File: src/rtl/sync_fifo_param.sv
// sync_fifo_param: single-clock synchronous FIFO, parametrised width/depth.
//
// Optional feature macro: FIFO_FWFT_EN
//   undefined (default): registered read, dout valid one cycle after an
//                        accepted rd_en and held otherwise.
//   defined            : first-word-fall-through, dout = head entry while
//                        !empty, rd_en pops with zero latency.
//
// Ports:
//   clk          in   clock, rising edge
//   rst          in   synchronous active-high reset
//   wr_en, din   in   write request / data
//   rd_en        in   read request (pop in FWFT mode)
//   dout         out  read data
//   full, empty  out  count == DEPTH / count == 0 (registered)
//   almost_full  out  count >= AF_THRESH (registered)
//   almost_empty out  count <= AE_THRESH (registered)
//   count        out  occupancy 0..DEPTH
//   overflow     out  one-cycle pulse after a rejected write
//   underflow    out  one-cycle pulse after a rejected read
module sync_fifo_param #(
  parameter int WIDTH     = 8,
  parameter int DEPTH     = 16,
  parameter int AF_THRESH = DEPTH - 2,
  parameter int AE_THRESH = 2
) (
  input  logic                     clk,
  input  logic                     rst,
  input  logic                     wr_en,
  input  logic [WIDTH-1:0]         din,
  input  logic                     rd_en,
  output logic [WIDTH-1:0]         dout,
  output logic                     full,
  output logic                     empty,
  output logic                     almost_full,
  output logic                     almost_empty,
  output logic [$clog2(DEPTH):0]   count,
  output logic                     overflow,
  output logic                     underflow
);

  localparam int AW = $clog2(DEPTH);
  localparam int CW = AW + 1;

  localparam logic [CW-1:0] CNT_ONE = CW'(1);
  localparam logic [AW-1:0] PTR_ONE = AW'(1);
  localparam logic [CW-1:0] CNT_MAX = CW'(DEPTH);
  localparam logic [CW-1:0] AF_LIM  = CW'(AF_THRESH);
  localparam logic [CW-1:0] AE_LIM  = CW'(AE_THRESH);

  logic [WIDTH-1:0] mem [DEPTH];

  logic [AW-1:0] wr_ptr_q, rd_ptr_q;
  logic [CW-1:0] count_q, count_d;
  logic          full_q, empty_q, afull_q, aempty_q;
  logic          ovf_q, udf_q;
  logic          wr_acc, rd_acc;

  // Acceptance uses the registered flags, i.e. the state before the edge.
  always_comb begin
    wr_acc  = wr_en && !full_q;
    rd_acc  = rd_en && !empty_q;
    count_d = count_q;
    unique case ({wr_acc, rd_acc})
      2'b10:   count_d = count_q + CNT_ONE;
      2'b01:   count_d = count_q - CNT_ONE;
      default: count_d = count_q;
    endcase
  end

  always_ff @(posedge clk) begin
    if (rst) begin
      wr_ptr_q <= '0;
      rd_ptr_q <= '0;
      count_q  <= '0;
      full_q   <= 1'b0;
      empty_q  <= 1'b1;
      afull_q  <= 1'b0;
      aempty_q <= 1'b1;
      ovf_q    <= 1'b0;
      udf_q    <= 1'b0;
    end else begin
      if (wr_acc) wr_ptr_q <= wr_ptr_q + PTR_ONE;
      if (rd_acc) rd_ptr_q <= rd_ptr_q + PTR_ONE;
      count_q  <= count_d;
      // Flags come from next-state count so they line up with count.
      full_q   <= (count_d == CNT_MAX);
      empty_q  <= (count_d == '0);
      afull_q  <= (count_d >= AF_LIM);
      aempty_q <= (count_d <= AE_LIM);
      ovf_q    <= wr_en && !wr_acc;
      udf_q    <= rd_en && !rd_acc;
    end
  end

  // Storage is never cleared; the pointer reset alone discards contents.
  always_ff @(posedge clk) begin
    if (!rst && wr_acc) mem[wr_ptr_q] <= din;
  end

`ifdef FIFO_FWFT_EN
  assign dout = mem[rd_ptr_q];
`else
  logic [WIDTH-1:0] dout_q;

  always_ff @(posedge clk) begin
    if (rst)         dout_q <= '0;
    else if (rd_acc) dout_q <= mem[rd_ptr_q];
  end

  assign dout = dout_q;
`endif

  assign full         = full_q;
  assign empty        = empty_q;
  assign almost_full  = afull_q;
  assign almost_empty = aempty_q;
  assign count        = count_q;
  assign overflow     = ovf_q;
  assign underflow    = udf_q;

endmodule

File: config.mk
export PLATFORM = sky130hd
export DESIGN_NAME = sync_fifo_param
export DESIGN_NICKNAME = d
export VERILOG_FILES = /design/src/rtl/sync_fifo_param.sv
export SDC_FILE = /design/constraint.sdc
export NUM_CORES = 1
export LEC_CHECK = 0
export BUFFER_PORTS_ARGS = -buffer_cell sky130_fd_sc_hd__buf_2
export CAP_MARGIN = 20
export CORE_MARGIN = 10
export CORE_UTILIZATION = 48
export DETAILED_ROUTE_END_ITERATION = 7
export PLACE_DENSITY = 0.72
export SETUP_SLACK_MARGIN = 0.02
export SLEW_MARGIN = 15
export SYNTH_ARGS = -nofsm -noshare
export SYNTH_HDL_FRONTEND = slang
export SYNTH_SLANG_ARGS = --single-unit
File: constraint.sdc
create_clock -name clk -period 7.25 [get_ports clk]
set_input_delay 1.45 -clock clk [delete_from_list [all_inputs] [get_ports clk]]
set_output_delay 1.45 -clock clk [all_outputs]
set_load 0.05 [all_outputs]
==> results_dict.tcl, run 1 <==
set metrics [dict create \
    tightest_slew_ns 0.982 \
    skew_ns 0.0203 \
    whs_ns 0.501 \
    grt_pass1_vias 3480 \
    crit_path_start "rd_en" \
    cp_slowest_cell "o41ai_1" \
    total_power_mw 2.25 \
    fin_setup_tns_ns 0 \
    wl_met3_um 896 \
    avgSynthCellArea_um2 17.5 \
    synth_edf_count 128 \
    cts_tree "yes" \
    cts_resized 0 \
    dp_worst_setup_slack_ns 3.63 \
    grt_usage_pct 14.2 \
    synth_xor_area_share_pct 1.13 \
    vias 3247 \
    port_buffers 30 \
    cts_sinks 155 \
    clock_latency_ns 0.43 \
    synth.net_count 372 \
    cp_top_family "compound AO/OA/AOI/OAI gates" \
    cp_data_required_time_ns 7.55 \
    synth_ff_type "edfxtp_1" \
    grt_overflow 0 \
    status "complete, no violations" \
    synth-adder-area-share_pct 1.41 \
    pin_count 31 \
    antenna_cells 0 \
    crit_path_max_fanout 20 \
    clockRootBuffer "clkbuf_16" \
    cts_setup_buffers 0 \
    slew_viol_final 0 \
    synthArstFlopShare_pct 0 \
    leakagePower_nw 2.35 \
    placed_cells 541 \
    synth-seq-cells 155 \
    synth.area.mux_share_pct 12.0 \
    core_mm2 0.0126 \
    synthesis.area_mm2 0.00619 \
    cp-end-kind "register" \
    cp.arrival_ns 3.54 \
    dpl-instance-area_mm2 0.00649 \
    final_cells 573 \
    hold_viol 0 \
    drtPass1Iterations 4 \
    grt_pass1_wl_um 19300 \
    antenna_found_initial 0 \
    clk_pin_slew_ns 0.06 \
    synth_top_family_by_area "multiplexers" \
    hold_class "register to register" \
    drive_gt1_share_pct 28.7 \
    syn_inst 353 \
    dieArea_mm2 0.0178 \
    top_layer "met4" \
    yosysSeqAreaShare_pct 70.8 \
    dr_wl_met2_um 6010 \
    hpwl_um 7450 \
    rsz0062_at_grt "false" \
    synth_common_cells "edfxtp_1, nor2_1, mux4_2, dfxtp_1, a21oi_1" \
    die-width_um 134 \
    setup_viol 0 \
    reg2regPathDepth 10 \
    yosysTopAreaCell "edfxtp_1" \
    crit_chain "buf_2 -> nand2b_4 -> inv_4 -> nand2_1 -> xnor2_1 -> ha_1 -> a21oi_2 -> a21boi_1 -> or4_4 -> nand4_4 -> o41ai_1" \
    path_buf_inv 2 \
    vdd_ir_drop_max_mv 0.239 \
    ctsHoldBuffers 0 \
    fin_ws_ns 4.00 \
    wl_um 12200 \
    rows 41 \
    yosysWarnings 0 \
    synth.top_cells.by_area "edfxtp_1, mux4_2, dfxtp_1" \
    htree_levels 4 \
    critical_path_class "input pin to register" \
    syn_to_final_growth_pct 14.2 \
    cts_buffer_depth 2 \
    relSlewSlack_pct 34.3 \
    yosysTopAreaCellShare_pct 62.1 \
    via_per_inst 5.67 \
    synth-compound-area-share_pct 6.55 \
    cp_slowest_stage_delay_ns 0.35 \
    stdcell_area_mm2 0.00707 \
    wl_per_cell_um 21.3 \
    final_util_pct 56.0 \
    synthSimpleGateAreaFrac_pct 5.78 \
    finalCriticalPeriod_ns 3.25 \
    max_freq_mhz 308 \
    cts_made_buffers 17 \
    cp-start-kind "input pin" \
    drc_errors 0 \
    nets 407 \
    synth_most_common_cell "edfxtp_1" \
    crit_cells 11 \
    grt_max_degree 36 \
    drv_cap 0 \
    powerDensity_mw_per_mm2 319 \
    worstReg2RegEnd "almost_empty" \
    synth_cell_types 47 \
    start_util_pct 49.1 \
    worst-r2r-setup-slack_ns 4.73 \
    final_antenna_net_count 0 \
    die_y_um 134 \
    initialDrtViolationCount 239 \
    fin_crit_sh_pct 44.8 \
    crit_end "almost_empty" \
    r2r_start "empty" \
    wl_met1_um 5080 \
    gp_congestion 0.841 \
]
-- cell type report --
cell class | instances | area (um^2)
Fill cell | 980 | 5550
Clock inverter | 14 | 145
Sequential cell | 155 | 4390
Inverter | 6 | 32.5
Clock buffer | 18 | 429
Tap cell | 172 | 215
Timing Repair Buffer | 36 | 195
Multi-Input combinational cell | 172 | 1670
-- registers in the layout, indices dropped and copies added (netlist names) --
register and count:
mem 128, wr_ptr_q 4, almost_full 1, overflow 1, rd_ptr_q 4, count 5, empty 1, full 1
underflow 1, dout 8, almost_empty 1
-- cell usage in the layout, fill, tap and decap left out, types with 7 or more instances in the layout --
master,synthesis,final
a22oi_1,16,16
edfxtp_1,128,128
nor2_1,33,33
a21oi_1,21,21
nand2_1,13,13
clkbuf_16,0,17
dfxtp_1,27,26
mux4_2,32,32
buf_2,2,30
ha_1,7,7
-- logic make-up (layout without fill, tap and decap cells) --
group	Yosys count	in the layout
compound gates	54	54
xor+xnor	8	8
fa+ha+maj	7	7
buf+inv	26	74
flops	155	155
mux	34	34
simple gates	69	69
-- where the power goes --
group	switching [mW]	total (mW)	internal, mW
sequential	0.0253	1.02	0.992
combinational	0.233	0.370	0.137
clock	0.355	0.863	0.508
-- metal layers --
| layer | vias to the layer above | GRT usage [%] |
|---|---|---|
| li1 | 1473 | - |
| met1 | 1638 | 17.4 |
| met2 | 122 | 22.5 |
| met3 | 14 | 5.00 |
| met4 | 0 | 5.99 |
| met5 | - | 0 |
-- worst min-delay path by stage --
stage | depth (start not counted) | slack (ns) | end | startpoint
4_1_cts | 1 | 0.50 | underflow | empty
6_report | 1 | 0.50 | underflow | empty
2_1_floorplan | 2 | 0.48 | wr_ptr_q[1] | wr_ptr_q[1]
3_5_place_dp | 1 | 0.49 | underflow | empty
3_3_place_gp | 1 | 0.49 | underflow | empty
5_1_grt | 1 | 0.51 | underflow | empty
No activity file was read; power rests on OpenSTA's default activity.
==> inputs of run 2 (changes only) <==
--- a/config.mk
+++ b/config.mk
@@ -5,12 +5,13 @@
 export SDC_FILE = /design/constraint.sdc
 export NUM_CORES = 1
 export LEC_CHECK = 0
+export ABC_AREA = 1
 export BUFFER_PORTS_ARGS = -buffer_cell sky130_fd_sc_hd__buf_2
 export CAP_MARGIN = 20
 export CORE_MARGIN = 10
 export CORE_UTILIZATION = 48
 export DETAILED_ROUTE_END_ITERATION = 7
-export PLACE_DENSITY = 0.72
+export PLACE_DENSITY = 0.74
 export SETUP_SLACK_MARGIN = 0.02
 export SLEW_MARGIN = 15
 export SYNTH_ARGS = -nofsm -noshare
==> constraint.sdc (replaced) <==
create_clock -name clk -period 2.7 [get_ports clk]
set_input_delay 0.54 -clock clk [delete_from_list [all_inputs] [get_ports clk]]
set_output_delay 0.54 -clock clk [all_outputs]
set_load 0.05 [all_outputs]
==> run 2 against run 1 <==
  * Critical path depth down 1
  * Via count up 33%
  * Worst setup slack worse by 3.2 ns
  * Clock-buffer cell count unchanged
  * Sequential share of layout area down 1.8 points
  * Largest power group unchanged
  * Routed wire length up 23%
  * Global-route usage up 2.5 points
==> results_dict.tcl, run 2 <==
set metrics [dict create \
    drv_cap 0 \
    final_common_cell "edfxtp_1" \
    grt_pass1_wl_um 23300 \
    avgSynthCellArea_um2 11.7 \
    synth_common_cells "edfxtp_1, nor2_1, o21ai_0, nand2_1, nand3_1" \
    htree_levels 4 \
    initialDrtViolationCount 449 \
    synth_cell_types 27 \
    multi_input_area_mm2 0.00169 \
    fill_cells 993 \
    cts_resized 0 \
    synth.top_cells.by_area "edfxtp_1, dfxtp_1, nor2_1" \
    status "complete, no violations" \
    slew_viol_final 0 \
    die-width_um 135 \
    drc_errors 0 \
    port_buffers 30 \
    largest_reg_flops 128 \
    nets 597 \
    yosysSeqAreaShare_pct 69.4 \
    via_per_inst 5.64 \
    vdd_ir_drop_max_mv 0.503 \
    synth_ff_type "edfxtp_1" \
    cts_sinks 155 \
    antenna_cells 0 \
    grt_overflow 0 \
    clockRootBuffer "clkbuf_16" \
    pin_count 31 \
    die_y_um 135 \
    rows 41 \
    grt_pass1_vias 4152 \
    regArea_mm2 0.00439 \
    antenna_found_initial 0 \
    leakagePower_nw 2.64 \
    clock_latency_ns 0.42 \
    cts_setup_buffers 0 \
    start_util_pct 49.5 \
    synthesis.area_mm2 0.00632 \
    yosysTopAreaCell "edfxtp_1" \
    dieArea_mm2 0.0181 \
    fin_crit_sh_pct 71.5 \
    rsz0062_at_grt "false" \
    core_mm2 0.0128 \
    final_cell_mix "edfxtp_1, nor2_1, o21ai_0" \
    max_freq_mhz 518 \
    synth-seq-cells 155 \
    synthArstFlopShare_pct 0 \
    gp_congestion 0.908 \
    cts_tree "yes" \
    crit_path_max_fanout 6 \
    cp.arrival_ns 2.29 \
    wl_um 14900 \
    synth_edf_count 128 \
    cts_buffer_depth 2 \
    final_antenna_net_count 0 \
    cp-start-kind "register" \
    yosysWarnings 0 \
    cp_data_required_time_ns 3.06 \
    fin_setup_tns_ns 0 \
    grt_max_degree 66 \
    drive_gt1_share_pct 15.9 \
    hold_class "input pin to register" \
    drtPass1Iterations 7 \
    grt_usage_pct 16.7 \
    vias 4306 \
    clk_pin_slew_ns 0.06 \
    tightest_slew_ns 0.705 \
    cts_made_buffers 17 \
    setup_viol 0 \
    relSlewSlack_pct 52.8 \
    critical_path_class "register to register" \
    synth.net_count 560 \
    syn_inst 541 \
    hpwl_um 9600 \
    finalCriticalPeriod_ns 1.93 \
    hold_depth 3 \
    regMostFlops "mem" \
    ctsHoldBuffers 0 \
    cp-end-kind "register" \
    yosysTopAreaCellShare_pct 60.8 \
    powerDensity_mw_per_mm2 848 \
    syn_to_final_growth_pct 15.3 \
    final_util_pct 57.0 \
    reg2regPathDepth 10 \
    skew_ns 0.00435 \
    hold_viol 0 \
    wl_per_cell_um 19.6 \
    synth_most_common_cell "edfxtp_1" \
]
-- run 2: layout make-up --
type	instances	area share, %
well taps	172	2.95
clock buffers	18	5.89
clock inverters	14	1.99
repair buffers	47	4.16
inverters	32	1.65
flip-flops and latches	155	60.2
multi-input cells	325	23.1
-- run 2: report_power, final --
group | internal, mW | switching, mW | total [mW]
clock | 1.36 | 0.950 | 2.31
sequential | 2.67 | 0.0720 | 2.74
combinational | 0.307 | 0.816 | 1.12
-- run 2: final timing paths --
path	startpoint	endpoint	slack (ns)
max reg2reg	empty	empty	0.77
max	empty	empty	0.77
min reg2reg	full	overflow	0.47
min	rd_en	underflow	0.36
-- run 2: layer usage --
metal | routed length (um) | GRT usage (%)
met5 | 0 | 0
met4 | 318 | 7.44
met1 | 6190 | 21.7
met2 | 7380 | 26.4
met3 | 1040 | 3.60
-- run 2: cell families after synthesis --
group	Yosys count	share of synthesized area, %
and+or+nand+nor	198	13.8
buffers and inverters	61	3.92
AOI/OAI and AO/OA	118	11.2
adders and majority gates	7	1.39
DFF	155	69.4
xor gates and xnor gates	2	0.277
-- run 2: critical path, stage by stage (launching register included) --
cell and delay (ns):
dfxtp_1 0.39, nor2_8 0.18, nand2_4 0.09, nand2_1 0.06, nand2_1 0.08, ha_1 0.27, o21ai_0 0.33, nand2_1 0.13
nor2_2 0.13, nand3_2 0.09, o21bai_1 0.11
-- run 2: through the flow --
step	std cells	hold WS [ns]	total power, mW	instance area, um^2	worst slack (ns)
floorplan	541	0.490	3.57	6320	0.521
global placement	731	0.450	3.88	6710	0.631
detailed placement	731	0.462	3.91	6710	0.544
CTS	763	0.350	6.19	7280	0.762
global route	763	0.362	6.41	7280	0.571
finish	763	0.362	6.18	7280	0.769
